===== src/rtl/axis_job_sender_pkg.sv =====
// Shared definitions for the job sender: the FSM state encoding, the
// default miner stream constants and a constant-foldable clog2 helper.
package axis_job_sender_pkg;

   // Miner stream defaults used as parameter defaults by the sender
   localparam int MINER_TDATA_WIDTH  = 32;
   localparam int MINER_START_COUNT  = 32;
   localparam int MINER_OUTPUT_WORDS = 8;

   typedef enum logic [1:0] {
      ST_INIT_WAIT = 2'd0,
      ST_IDLE      = 2'd1,
      ST_SEND      = 2'd2
   } job_state_e;

   // Number of bits needed to index 'value' distinct items
   function automatic int clog2(input int value);
      int result;
      result = 0;
      for (int v = value - 1; v > 0; v = v >> 1) begin
         result = result + 1;
      end
      return result;
   endfunction

endpackage


===== src/rtl/axis_job_sender.sv =====
// AXI4-Stream job sender: after a start-up quiet period, transmits words
// 0..len-1 of a small locally written buffer as one packet per start pulse.
module axis_job_sender
   import axis_job_sender_pkg::*;
#(
   parameter int C_M_AXIS_TDATA_WIDTH   = MINER_TDATA_WIDTH,
   parameter int C_M_START_COUNT        = MINER_START_COUNT,
   parameter int NUMBER_OF_OUTPUT_WORDS = MINER_OUTPUT_WORDS,
   localparam int AW = clog2(NUMBER_OF_OUTPUT_WORDS)
) (
   input  logic                              M_AXIS_ACLK,
   input  logic                              M_AXIS_ARESETN,
   input  logic                              wr_en,
   input  logic [AW-1:0]                     wr_addr,
   input  logic [C_M_AXIS_TDATA_WIDTH-1:0]   wr_data,
   input  logic [AW:0]                       pkt_len,
   input  logic                              start,
   output logic                              busy,
   output logic                              done,
   output logic                              M_AXIS_TVALID,
   output logic [C_M_AXIS_TDATA_WIDTH-1:0]   M_AXIS_TDATA,
   output logic [C_M_AXIS_TDATA_WIDTH/8-1:0] M_AXIS_TSTRB,
   output logic                              M_AXIS_TLAST,
   input  logic                              M_AXIS_TREADY
);

   localparam int CW = clog2(C_M_START_COUNT + 1);
   localparam logic [AW:0]   MAX_LEN    = (AW+1)'(NUMBER_OF_OUTPUT_WORDS);
   localparam logic [CW-1:0] COUNT_LAST = CW'(C_M_START_COUNT - 1);

   job_state_e                      state_r, state_s;
   logic [CW-1:0]                   count_r, count_s;
   logic [AW-1:0]                   rd_ptr_r, rd_ptr_s;
   logic [AW:0]                     len_r, len_s;
   logic                            done_r, done_s;
   logic [AW:0]                     eff_len_s;
   logic                            last_s;
   logic                            send_s;
   logic [C_M_AXIS_TDATA_WIDTH-1:0] buffer_r [0:NUMBER_OF_OUTPUT_WORDS-1];

   // Effective packet length, current-beat-is-last flag and send qualifier
   always_comb begin
      if ((pkt_len == {(AW+1){1'b0}}) || (pkt_len > MAX_LEN)) begin
         eff_len_s = MAX_LEN;
      end else begin
         eff_len_s = pkt_len;
      end
      send_s = (state_r == ST_SEND);
      last_s = ({1'b0, rd_ptr_r} == (len_r - {{AW{1'b0}}, 1'b1}));
   end

   // Next-state logic: start-up counter, start capture and beat advance
   always_comb begin
      state_s  = state_r;
      count_s  = count_r;
      rd_ptr_s = rd_ptr_r;
      len_s    = len_r;
      done_s   = 1'b0;
      case (state_r)
         ST_INIT_WAIT: begin
            if (count_r == COUNT_LAST) begin
               state_s = ST_IDLE;
               count_s = {CW{1'b0}};
            end else begin
               count_s = count_r + {{(CW-1){1'b0}}, 1'b1};
            end
         end
         ST_IDLE: begin
            if (start) begin
               len_s    = eff_len_s;
               rd_ptr_s = {AW{1'b0}};
               state_s  = ST_SEND;
            end else begin
               state_s  = ST_IDLE;
            end
         end
         ST_SEND: begin
            if (M_AXIS_TREADY) begin
               if (last_s) begin
                  state_s  = ST_IDLE;
                  rd_ptr_s = {AW{1'b0}};
                  done_s   = 1'b1;
               end else begin
                  rd_ptr_s = rd_ptr_r + {{(AW-1){1'b0}}, 1'b1};
               end
            end else begin
               state_s = ST_SEND;
            end
         end
         default: begin
            state_s  = ST_INIT_WAIT;
            count_s  = {CW{1'b0}};
            rd_ptr_s = {AW{1'b0}};
            len_s    = {(AW+1){1'b0}};
         end
      endcase
   end

   // Control registers; reset restarts the full start-up wait
   always_ff @(posedge M_AXIS_ACLK or negedge M_AXIS_ARESETN) begin
      if (!M_AXIS_ARESETN) begin
         state_r  <= ST_INIT_WAIT;
         count_r  <= {CW{1'b0}};
         rd_ptr_r <= {AW{1'b0}};
         len_r    <= {(AW+1){1'b0}};
         done_r   <= 1'b0;
      end else begin
         state_r  <= state_s;
         count_r  <= count_s;
         rd_ptr_r <= rd_ptr_s;
         len_r    <= len_s;
         done_r   <= done_s;
      end
   end

   // Buffer write port, open only while idle; contents survive reset
   always_ff @(posedge M_AXIS_ACLK) begin
      if (wr_en && (state_r == ST_IDLE)) begin
         buffer_r[wr_addr] <= wr_data;
      end
   end

   assign busy          = (state_r != ST_IDLE);
   assign done          = done_r;
   assign M_AXIS_TVALID = send_s;
   assign M_AXIS_TLAST  = send_s && last_s;
   assign M_AXIS_TDATA  = send_s ? buffer_r[rd_ptr_r] : {C_M_AXIS_TDATA_WIDTH{1'b0}};
   assign M_AXIS_TSTRB  = {(C_M_AXIS_TDATA_WIDTH/8){1'b1}};

endmodule


===== config.mk =====
export PLATFORM = sky130hd
export DESIGN_NAME = axis_job_sender
export DESIGN_NICKNAME = d
export VERILOG_FILES = /design/src/rtl/axis_job_sender_pkg.sv /design/src/rtl/axis_job_sender.sv
export SDC_FILE = /design/constraint.sdc
export NUM_CORES = 1
export LEC_CHECK = 0
export ABC_AREA = 1
export BUFFER_PORTS_ARGS = -buffer_cell sky130_fd_sc_hd__buf_2
export CAP_MARGIN = 20
export CORE_MARGIN = 5
export CORE_UTILIZATION = 35
export DETAILED_ROUTE_END_ITERATION = 12
export GPL_ROUTABILITY_DRIVEN = 0
export HOLD_SLACK_MARGIN = 0.08
export PLACE_DENSITY_LB_ADDON = 0.08
export SYNTH_ARGS = -nofsm -noshare
export SYNTH_HDL_FRONTEND = slang
export SYNTH_SLANG_ARGS = --single-unit

===== constraint.sdc =====
create_clock -name M_AXIS_ACLK -period 3 [get_ports M_AXIS_ACLK]
set_input_delay 0.15 -clock M_AXIS_ACLK [delete_from_list [all_inputs] [get_ports M_AXIS_ACLK]]
set_output_delay 0.15 -clock M_AXIS_ACLK [all_outputs]
set_load 0.01 [all_outputs]

==> run_results.csv <==
group,metric,value,unit
clock_tree,clockBufferDepth,3,
critical_path,critPathKind,"flop to primary output",
floorplan,die_w,188,µm
timing,finalSetupViolCount,0,
power_and_ir_drop,p_int,7.34,mW
placement,dp_hpwl,15.3,mm
timing,max_slew_margin,47.2,%
power_and_ir_drop,p_sw,3.13,mW
synth,ys_ff_latch,272,
job,maxCapViolCount,0,
critical_path,crit_start,"rd_ptr_r[0]$_DFFE_PN0P_",
power_and_ir_drop,p_seq_share,42.9,%
floorplan,core_area,31300,µm²
finish,stdcell_count,1410,
synth,ys_warn_count,0,
power_and_ir_drop,power_per_cell_area,784,nW/µm²
clock_tree,cts_tree,"built",
finish,fin_util,42.6,%
placement,place_ws,0.844,ns
routing,vias,6885,
critical_path,critPathCapture,"M_AXIS_TDATA[28]",
critical_path,r2r-start,"state_r[1]$_DFFE_PN0P_",
clock_tree,clk_latency,0.54,ns
run_status,status,"complete, no violations",
timing,fin_hold_ws,0.221,ns
routing,wl_per_cell,18.9,µm
timing,slew_violations,0,
floorplan,die_h,188,µm
synth,yosysTopAreaCell,"edfxtp_1",
clock_tree,cts_buffers,31,
timing,fin_ws,0.311,ns
synth,netlist_top_cells_count,"256 x edfxtp_1, 210 x nor2_1, 146 x o21ai_0",
timing,fin_crit_sh,89.6,%
synth,yosysTopAreaCellShare,69.7,%
routing,via_per_inst,4.88,
synth,yosysUniqueCellTypes,30,
finish,fin_nets,1043,
power_and_ir_drop,power,10.5,mW
clock_tree,numClockSinks,272,
placement,placed_area,11900,µm²
timing,tns,0,ns
global_route,grt.total_usage,15.0,%
critical_path,ff2ff_setup_slack,0.87,ns
timing,clock.fmax,372,MHz
critical_path,critical_path_arrival,2.54,ns
synth,yosysMostFrequentCell,"edfxtp_1",
critical_path,worstPathMaxFanout,61,
finish,finalInstanceArea,13400,µm²
synth,syn_inst,865,
floorplan,rows,65,
routing,totalWireLength,26.6,mm
floorplan,start_util,35.2,%
clock_tree,cts_resized,0,
global_route,grt_pass1_wl,42.2,mm
synth,async_flop_share,5.88,%
synth,synth_ff_type,"edfxtp_1",
critical_path,reg2reg_depth,5,
power_and_ir_drop,power.share.clock,35.0,%
timing,worst_pin_slew,0.790,ns
finish,drive_above_1_share,15.7,%
critical_path,cp-end-kind,"primary output",
global_route,antenna_found_initial,1,
clock_tree,clk_pin_slew,0.06,ns
power_and_ir_drop,netSwitchingFraction,29.9,%
placement,dp.cells,1318,
clock_tree,cts_setup_buffers,0,
placement,io_buffer_count,79,
power_and_ir_drop,p_comb_share,22.1,%
routing,drcViolationCount,0,
routing,dr.pass1.iters,4,
power_and_ir_drop,peakVddDrop,0.000474,V
finish,area_growth,21.0,%
finish,nFillCells,2956,
global_route,overflow,0,
synth,yosysSeqAreaShare,73.3,%
timing,finalClockSkew,0.00530,ns
routing,ant_nets,0,
clock_tree,cts_max_level,1,
synth,syn-mean-instance-area,12.8,µm²
timing,hold_violations,0,
finish,n_antenna_cell,0,
power_and_ir_drop,p_leak,4.65,nW
critical_path,critPathLaunchType,"flop",
synth,yosys-top-cells-area,"edfxtp_1 70%, nor2_1 7.1%, o21ai_0 6.6%",
timing,period_needed,2.69,ns
synth,syn_area,11000,µm²
global_route,grt_pass1_vias,7079,
min_path,hp-class,"input pin to flop",
clock_tree,cts-root-buf,"clkbuf_16",
critical_path,required,2.85,ns
synth,synth_edf_count,256,
floorplan,io_pins,84,
floorplan,dieArea,35200,µm²
routing,drtIter0Drc,343,
timing,rsz0062_at_grt,"false",
global_route,grt_max_degree,62,
critical_path,timing.rr.end,"buffer_r[7][17]$_DFFE_PP_",
## cells in the final DEF, fill, tap and decap left out, drive strengths merged
master / synthesis / final
clkinv: 0 / 8
xnor2: 2 / 2
inv: 24 / 23
dfrtp: 16 / 16
o21ai: 164 / 164
a22oi: 1 / 1
or2: 1 / 1
conb: 1 / 4
nor3b: 1 / 1
o21bai: 1 / 1
mux2i: 32 / 32
buf: 29 / 101
o22ai: 36 / 36
nand3b: 2 / 2
bufinv: 0 / 4
nor2: 210 / 210
nand3: 8 / 8
dlygate4sd3: 0 / 43
a21oi: 6 / 6
ha: 7 / 7
nand4: 2 / 2
clkbuf: 24 / 35
xor2: 1 / 1
clkinvlp: 0 / 3
edfxtp: 256 / 256
nand2: 38 / 38
nor3: 3 / 3
## registers in the layout, summed over array words and instances, names as in the netlist
signal	flops
buffer_r	256
len_r	4
done	1
count_r	6
rd_ptr_r	3
state_r	2
## worst min-delay path by stage
stage | to | slack (ns) | from | depth (start not counted)
floorplan | count_r[0]$_DFFE_PN0N_ | -0.15 | M_AXIS_ARESETN | 0
global placement | count_r[3]$_DFFE_PN0N_ | 0.11 | M_AXIS_ARESETN | 1
detailed placement | count_r[3]$_DFFE_PN0N_ | 0.11 | M_AXIS_ARESETN | 1
CTS | buffer_r[7][2]$_DFFE_PP_ | 0.20 | wr_addr[1] | 3
global route | buffer_r[7][2]$_DFFE_PP_ | 0.23 | wr_addr[2] | 3
finish | buffer_r[7][2]$_DFFE_PP_ | 0.22 | wr_addr[1] | 3
## metal layers
layer | up-vias | share of wire [%] | global-route usage (%)
li1 | 3368 | - | -
met5 | - | 0 | 0
met3 | 30 | 3.9 | 2.33
met2 | 111 | 46 | 24.1
met1 | 3376 | 49 | 22.0
met4 | 0 | 1.4 | 2.94
## power by group through the flow
stage                     combinational (mW)  clock, mW  sequential [mW]
after floorplan                         1.68          0             4.47
after global routing                    2.66       3.93             4.51
final                                   2.32       3.66             4.49
after detailed placement                2.33          0             4.57
after global placement                  2.33          0             4.56
after CTS                               2.38       3.78             4.49
## critical path, stage by stage, from the launching register on
cell      delay (ns)
dfrtp_4         0.63
clkinv_2        0.13
buf_12          0.24
nor2_1          0.07
o22ai_1         0.46
nor2_1          0.10
nor2_1          0.13
buf_2           0.15
## timing repair
item,in CTS,in global routing
endpoints found under the setup margin,0,0
hold buffers,43,0
endpoints found under the hold margin,279,0
## layout make-up
cell class	instances	area [µm²]	area share, %
repair buffers	144	1050	7.89
clock buffers	35	791	5.92
multi-input cells	519	2630	19.7
inverters	24	91.3	0.684
clock inverters	14	188	1.41
well taps	402	503	3.77
flip-flops and latches	272	8100	60.6
## kinds of logic after synthesis
group | after synthesis | share of synthesized area [%]
AO/OA/AOI/OAI | 208 | 9.89
XOR/XNOR | 3 | 0.238
adder cells (fa/ha/maj) | 7 | 0.794
buffers and inverters | 77 | 3.49
flip-flops | 272 | 73.3
multiplexers | 32 | 2.90
other | 1 | 0.0340
AND/OR/NAND/NOR | 265 | 9.31
No activity file was read; power rests on OpenSTA's default activity.
